==> src/rtl/uart_tx_serializer.sv <==
// uart_tx_serializer: UART transmit stage fed by the byte FIFO. It pops one
// word per frame and sends it as start bit, DATA_SIZE data bits (LSB first)
// and a stop bit, with every bit held for CLKS_PER_BIT clocks.
// Optional feature: define UART_TX_PARITY_EN to add an even-parity bit
// between the last data bit and the stop bit.
//
// state  | meaning
// IDLE   | line high, waiting for enable with a non-empty FIFO
// START  | start bit (tx low)
// DATA   | data bits, LSB first, shifted out of shift_q
// PARITY | even parity of the latched byte (UART_TX_PARITY_EN only)
// STOP   | stop bit (tx high); tx_done pulses when it completes
module uart_tx_serializer #(
  parameter int unsigned DATA_SIZE    = 8,
  parameter int unsigned CLKS_PER_BIT = 10417
) (
  input  logic                 clk,
  input  logic                 reset_n,
  input  logic                 enable,
  input  logic                 fifo_empty,
  input  logic [DATA_SIZE-1:0] fifo_data,
  output logic                 fifo_read,
  output logic                 tx,
  output logic                 busy,
  output logic                 tx_done
);

  localparam int unsigned CNT_W = $clog2(CLKS_PER_BIT);
  localparam int unsigned IDX_W = $clog2(DATA_SIZE) + 1;

  localparam logic [CNT_W-1:0] LAST_CNT = CNT_W'(CLKS_PER_BIT - 1);
  localparam logic [IDX_W-1:0] LAST_IDX = IDX_W'(DATA_SIZE - 1);

`ifdef UART_TX_PARITY_EN
  typedef enum logic [2:0] {
    IDLE   = 3'd0,
    START  = 3'd1,
    DATA   = 3'd2,
    PARITY = 3'd3,
    STOP   = 3'd4
  } state_t;
`else
  typedef enum logic [1:0] {
    IDLE  = 2'd0,
    START = 2'd1,
    DATA  = 2'd2,
    STOP  = 2'd3
  } state_t;
`endif

  state_t                 state_q, state_d;
  logic [CNT_W-1:0]       cnt_q, cnt_d;
  logic [IDX_W-1:0]       idx_q, idx_d;
  logic [DATA_SIZE-1:0]   shift_q, shift_d;
  logic                   tx_q, tx_d;
  logic                   busy_q, busy_d;
  logic                   fifo_read_q, fifo_read_d;
  logic                   tx_done_q, tx_done_d;
  logic                   bit_end;
`ifdef UART_TX_PARITY_EN
  logic                   parity_q, parity_d;
`endif

  // Last clock of the current bit period.
  assign bit_end = (cnt_q == LAST_CNT);

  // Next-state logic; registered outputs are derived from the next state so
  // they change on the same edge as the state register.
  always_comb begin
    state_d     = state_q;
    cnt_d       = cnt_q + CNT_W'(1);
    idx_d       = idx_q;
    shift_d     = shift_q;
    fifo_read_d = 1'b0;
    tx_done_d   = 1'b0;
    tx_d        = 1'b1;
    busy_d      = 1'b0;
`ifdef UART_TX_PARITY_EN
    parity_d    = parity_q;
`endif

    case (state_q)
      IDLE: begin
        cnt_d = '0;
        // fifo_empty is only looked at here, so the stale flag seen right
        // after a pop can never cause a second read.
        if (enable && !fifo_empty) begin
          shift_d     = fifo_data;
          idx_d       = '0;
          fifo_read_d = 1'b1;
          state_d     = START;
`ifdef UART_TX_PARITY_EN
          parity_d    = ^fifo_data;
`endif
        end
      end
      START: begin
        if (bit_end) begin
          cnt_d   = '0;
          idx_d   = '0;
          state_d = DATA;
        end
      end
      DATA: begin
        if (bit_end) begin
          cnt_d   = '0;
          shift_d = shift_q >> 1;
          idx_d   = idx_q + IDX_W'(1);
          if (idx_q == LAST_IDX) begin
`ifdef UART_TX_PARITY_EN
            state_d = PARITY;
`else
            state_d = STOP;
`endif
          end
        end
      end
`ifdef UART_TX_PARITY_EN
      PARITY: begin
        if (bit_end) begin
          cnt_d   = '0;
          state_d = STOP;
        end
      end
`endif
      STOP: begin
        if (bit_end) begin
          cnt_d     = '0;
          tx_done_d = 1'b1;
          state_d   = IDLE;
        end
      end
      default: begin
        cnt_d   = '0;
        state_d = IDLE;
      end
    endcase

    busy_d = (state_d != IDLE);
    case (state_d)
      START:   tx_d = 1'b0;
      DATA:    tx_d = shift_d[0];
`ifdef UART_TX_PARITY_EN
      PARITY:  tx_d = parity_d;
`endif
      default: tx_d = 1'b1;
    endcase
  end

  // State, datapath and output registers; reset aborts any frame in flight.
  always_ff @(posedge clk or negedge reset_n) begin
    if (!reset_n) begin
      state_q     <= IDLE;
      cnt_q       <= '0;
      idx_q       <= '0;
      shift_q     <= '0;
      tx_q        <= 1'b1;
      busy_q      <= 1'b0;
      fifo_read_q <= 1'b0;
      tx_done_q   <= 1'b0;
    end else begin
      state_q     <= state_d;
      cnt_q       <= cnt_d;
      idx_q       <= idx_d;
      shift_q     <= shift_d;
      tx_q        <= tx_d;
      busy_q      <= busy_d;
      fifo_read_q <= fifo_read_d;
      tx_done_q   <= tx_done_d;
    end
  end

`ifdef UART_TX_PARITY_EN
  // Parity of the latched byte, captured together with the pop.
  always_ff @(posedge clk or negedge reset_n) begin
    if (!reset_n) begin
      parity_q <= 1'b0;
    end else begin
      parity_q <= parity_d;
    end
  end
`endif

  assign tx        = tx_q;
  assign busy      = busy_q;
  assign fifo_read = fifo_read_q;
  assign tx_done   = tx_done_q;

endmodule

==> config.mk <==
export PLATFORM = sky130hd
export DESIGN_NAME = uart_tx_serializer
export DESIGN_NICKNAME = d
export VERILOG_FILES = /design/src/rtl/uart_tx_serializer.sv
export SDC_FILE = /design/constraint.sdc
export NUM_CORES = 1
export LEC_CHECK = 0
export ABC_AREA = 1
export CAP_MARGIN = 20
export CELL_PAD_IN_SITES_DETAIL_PLACEMENT = 0
export CELL_PAD_IN_SITES_GLOBAL_PLACEMENT = 1
export CORE_MARGIN = 2
export CORE_UTILIZATION = 46
export DETAILED_ROUTE_END_ITERATION = 16
export GPL_TIMING_DRIVEN = 0
export HOLD_SLACK_MARGIN = 0.1
export PLACE_DENSITY_LB_ADDON = 0.1
export SLEW_MARGIN = 15
export SYNTH_ARGS = -nofsm -noshare
export SYNTH_HDL_FRONTEND = slang
export SYNTH_SLANG_ARGS = --single-unit
==> constraint.sdc <==
create_clock -name clk -period 3.3 [get_ports clk]
set_input_delay 0.33 -clock clk [delete_from_list [all_inputs] [get_ports clk]]
set_output_delay 0.33 -clock clk [all_outputs]
set_load 0.03 [all_outputs]
==> impl_metrics.env <==
export IMPL_p_sw_w=0.000144
export IMPL_antenna_violating_nets_post_route=0
export IMPL_cts_made_buffers=5
export IMPL_drtPass1Iterations=4
export IMPL_clock_sinks=32
export IMPL_clock_skew_ns=0.00872
export IMPL_hold_buf_cts=0
export IMPL_wl_met3_um=124
export IMPL_post_detailed_routing_wire_length_um=3580
export IMPL_outcome="finished, final reports clean"
export IMPL_hold_viol=0
export IMPL_total_internal_power_w=0.000594
export IMPL_mostFrequentLayoutCell="nand2_1"
export IMPL_dr_wl_met2_um=1480
export IMPL_num_nets_final=282
export IMPL_initial_core_util=0.476
export IMPL_timing_final_max_slew_violations=0
export IMPL_synth_ff_latch_count=32
export IMPL_slew_headroom=0.534
export IMPL_synthDistinctLibCells=30
export IMPL_highest_signal_layer="met4"
export IMPL_power_switching_fraction=0.195
export IMPL_vdd_drop_max_uv=216
export IMPL_post_synth_cell_area_avg_um2=7.91
export IMPL_cp_startpoint="state_q[0]"
export IMPL_setup_violations_final=0
export IMPL_detail_route_drc_violations=0
export IMPL_power_share_combinational=0.028
export IMPL_worst_pin_slew_ns=0.699
export IMPL_routed_via_density=4.78
export IMPL_post_route_cell_area_um2=2200
export IMPL_clkPwrFrac=0.440
export IMPL_worstReg2RegStart="state_q[0]"
export IMPL_seqPwrFrac=0.532
export IMPL_postCtsSetupBuffers=0
export IMPL_ordered_cell_list_for_the_critical_path="inv_1, ha_1, inv_2, nor2_4, inv_2, nand2_1, nand2_4, mux2_1"
export IMPL_clkLatencyLatePin_ns=0.28
export IMPL_area_delta_synth_final_pct=16.3
export IMPL_timing_critical_path_slowest_stage_cell="dfrtp_1"
export IMPL_yosys_mux_area_fraction=0.00596
export IMPL_via_count_of_the_first_global_routing_pass=1359
export IMPL_clk_pin_slew_ns=0.07
export IMPL_syn_nets=260
export IMPL_worst_setup_path_start_kind="flop"
export IMPL_core_region_area_um2=3970
export IMPL_gp_routability_congestion=0.754
export IMPL_htree_num_levels=2
export IMPL_cts_tree="yes"
export IMPL_grt_usage=0.181
export IMPL_yosys_area_share_simple=0.308
export IMPL_rsz_0062_raised_after_global_routing="no"
export IMPL_port_buffer_count=15
export IMPL_holdCritPathClass="primary input to async pin"
export IMPL_routedLengthMet1_um=1930
export IMPL_arrival_ns=1.98
export IMPL_grt_start_max_net_pins=33
export IMPL_timing_critical_path_fanout_max=10
export IMPL_clock_fmax_ghz=0.547
export IMPL_die_boundary_height_um=68.1
export IMPL_root_buffer="clkbuf_8"
export IMPL_layout_cells_most_common_list="49 x nand2_1, 31 x inv_1, 31 x dfrtp_1"
export IMPL_antenna_found_initial=0
export IMPL_netlist_instances=239
export IMPL_cpMostUsedCell="inv_2"
export IMPL_synth_top_family_by_area="simple AND/OR/NAND/NOR gates"
export IMPL_setup_tns_final_ns=0
export IMPL_global_route_overflow_total=0
export IMPL_yosys_warnings=0
export IMPL_core_rowCount=23
export IMPL_cellPowerDensity_nw_per_um2=336
export IMPL_wire_length_of_the_first_global_routing_pass_um=6240
export IMPL_synth_area_um2=1890
export IMPL_io_pin_count=16
export IMPL_critPathKind="flop to flop"
export IMPL_finalCriticalPeriod_ns=1.83
export IMPL_worst_path_largest_cell_delay_ns=0.40
export IMPL_place_detailed_hpwl_um=2750
export IMPL_post_route_period_util=0.554
export IMPL_clk_path_buf_depth=2
export IMPL_post_drt_wl_per_cell_um=11.5
export IMPL_synthesized_area_fraction_occupied_by_ao_oa_aoi_and_oai_cells=0.0980
export IMPL_total_die_area_um2=4640
export IMPL_cp_end_kind="flop"
export IMPL_power_leakage_nw=1.08
export IMPL_ys_seq_area_frac=0.425
export IMPL_post_synth_fa_ha_maj_area_fraction=0.0596
export IMPL_antenna_cells_inserted=0
export IMPL_synth_xor_area_share=0.0139
export IMPL_drive_above_1_share=0.172
export IMPL_post_cts_resized=0
export IMPL_drt_initial_drc_count=140
export IMPL_reg2reg_slack_ns=1.47
export IMPL_drv_cap=0
export IMPL_detailroute_via_count=1491
export IMPL_place_area_um2=2100
export IMPL_required_time_of_the_worst_setup_path_ns=3.45
export IMPL_die_x_um=68.1
-- worst paths after layout --
path | cells past startpoint | to
max in group asynchronous | 1 | shift_q[6]
worst min register to register | 2 | shift_q[7]
worst max-delay path | 8 | shift_q[1]
min in group clk | 2 | shift_q[7]
worst min-delay path | 1 | cnt_q[3]
worst max register to register | 8 | shift_q[1]
-- cells in the mapped netlist, drive strengths merged --
cell type   n  share of area
a21oi      17          0.051
a31oi       3         0.0099
buf         2         0.0099
clkinv      1         0.0026
dfrtp      31           0.41
dfstp       1          0.014
ha          9          0.060
inv        39          0.077
mux2        1         0.0060
nand2      60           0.14
nand3      15          0.048
nand4       1         0.0033
nor2       36          0.093
nor3        6          0.021
nor3b       1         0.0040
o21a        1         0.0040
o21ai      11          0.029
o31ai       1         0.0040
xnor2       2         0.0093
xor2        1         0.0046
-- registers in the layout, indices dropped and copies added, names as in the netlist --
register and count:
busy 1, cnt_q 14, fifo_read 1, tx_done 1
shift_q 8, tx 1, idx_q 4, state_q 2
-- metal layers --
layer / GRT usage / vias to the layer above
met5: 0 / -
met4: 0.0525 / 0
met3: 0.0444 / 6
met2: 0.263 / 19
met1: 0.266 / 672
li1: - / 794
-- cells by family (layout without fill, tap and decap cells) --
kind of cell	after synthesis	count (layout)
compound gates	33	33
xor+xnor	3	3
fa+ha+maj	9	9
buf+inv	42	65
flops	32	32
mux	1	1
simple gates	119	119
-- metrics by stage --
stage	setup WS, ns	instances	power [W]	hold WS (ns)	util
after floorplan	1.67	239	0.000401	0.0344	-
after global placement	1.24	304	0.000422	0.474	0.529
after detailed placement	1.38	304	0.000421	0.425	0.528
after CTS	1.44	312	0.000750	0.122	0.553
after global routing	1.35	312	0.000769	0.152	0.553
final	1.47	312	0.000737	0.0958	0.553
-- power by group through the flow --
stage / clock [W] / sequential, W / combinational, W
2_1_floorplan: 0 / 0.000400 / 0.00000147
3_3_place_gp: 0 / 0.000400 / 0.0000224
3_5_place_dp: 0 / 0.000400 / 0.0000218
4_1_cts: 0.000336 / 0.000392 / 0.0000217
5_1_grt: 0.000353 / 0.000392 / 0.0000236
6_report: 0.000324 / 0.000392 / 0.0000208
-- layout make-up --
type / count / area, um2
buffer: 2 / 18.8
tap: 50 / 62.6
clock buffer: 8 / 100
fill: 384 / 1770
inverter: 40 / 151
sequential: 32 / 802
timing repair buffer: 15 / 145
multi-input combinational: 165 / 917
-- worst max-delay path, delay by kind of cell, from the launching register on --
family                     cells  cell delay, ns
DFF                            1            0.40
adders and majority gates      1            0.24
and+or+nand+nor                3            0.45
muxes                          1            0.31
buffers and inverters          3            0.32
Power figures use the tool's default switching activity.
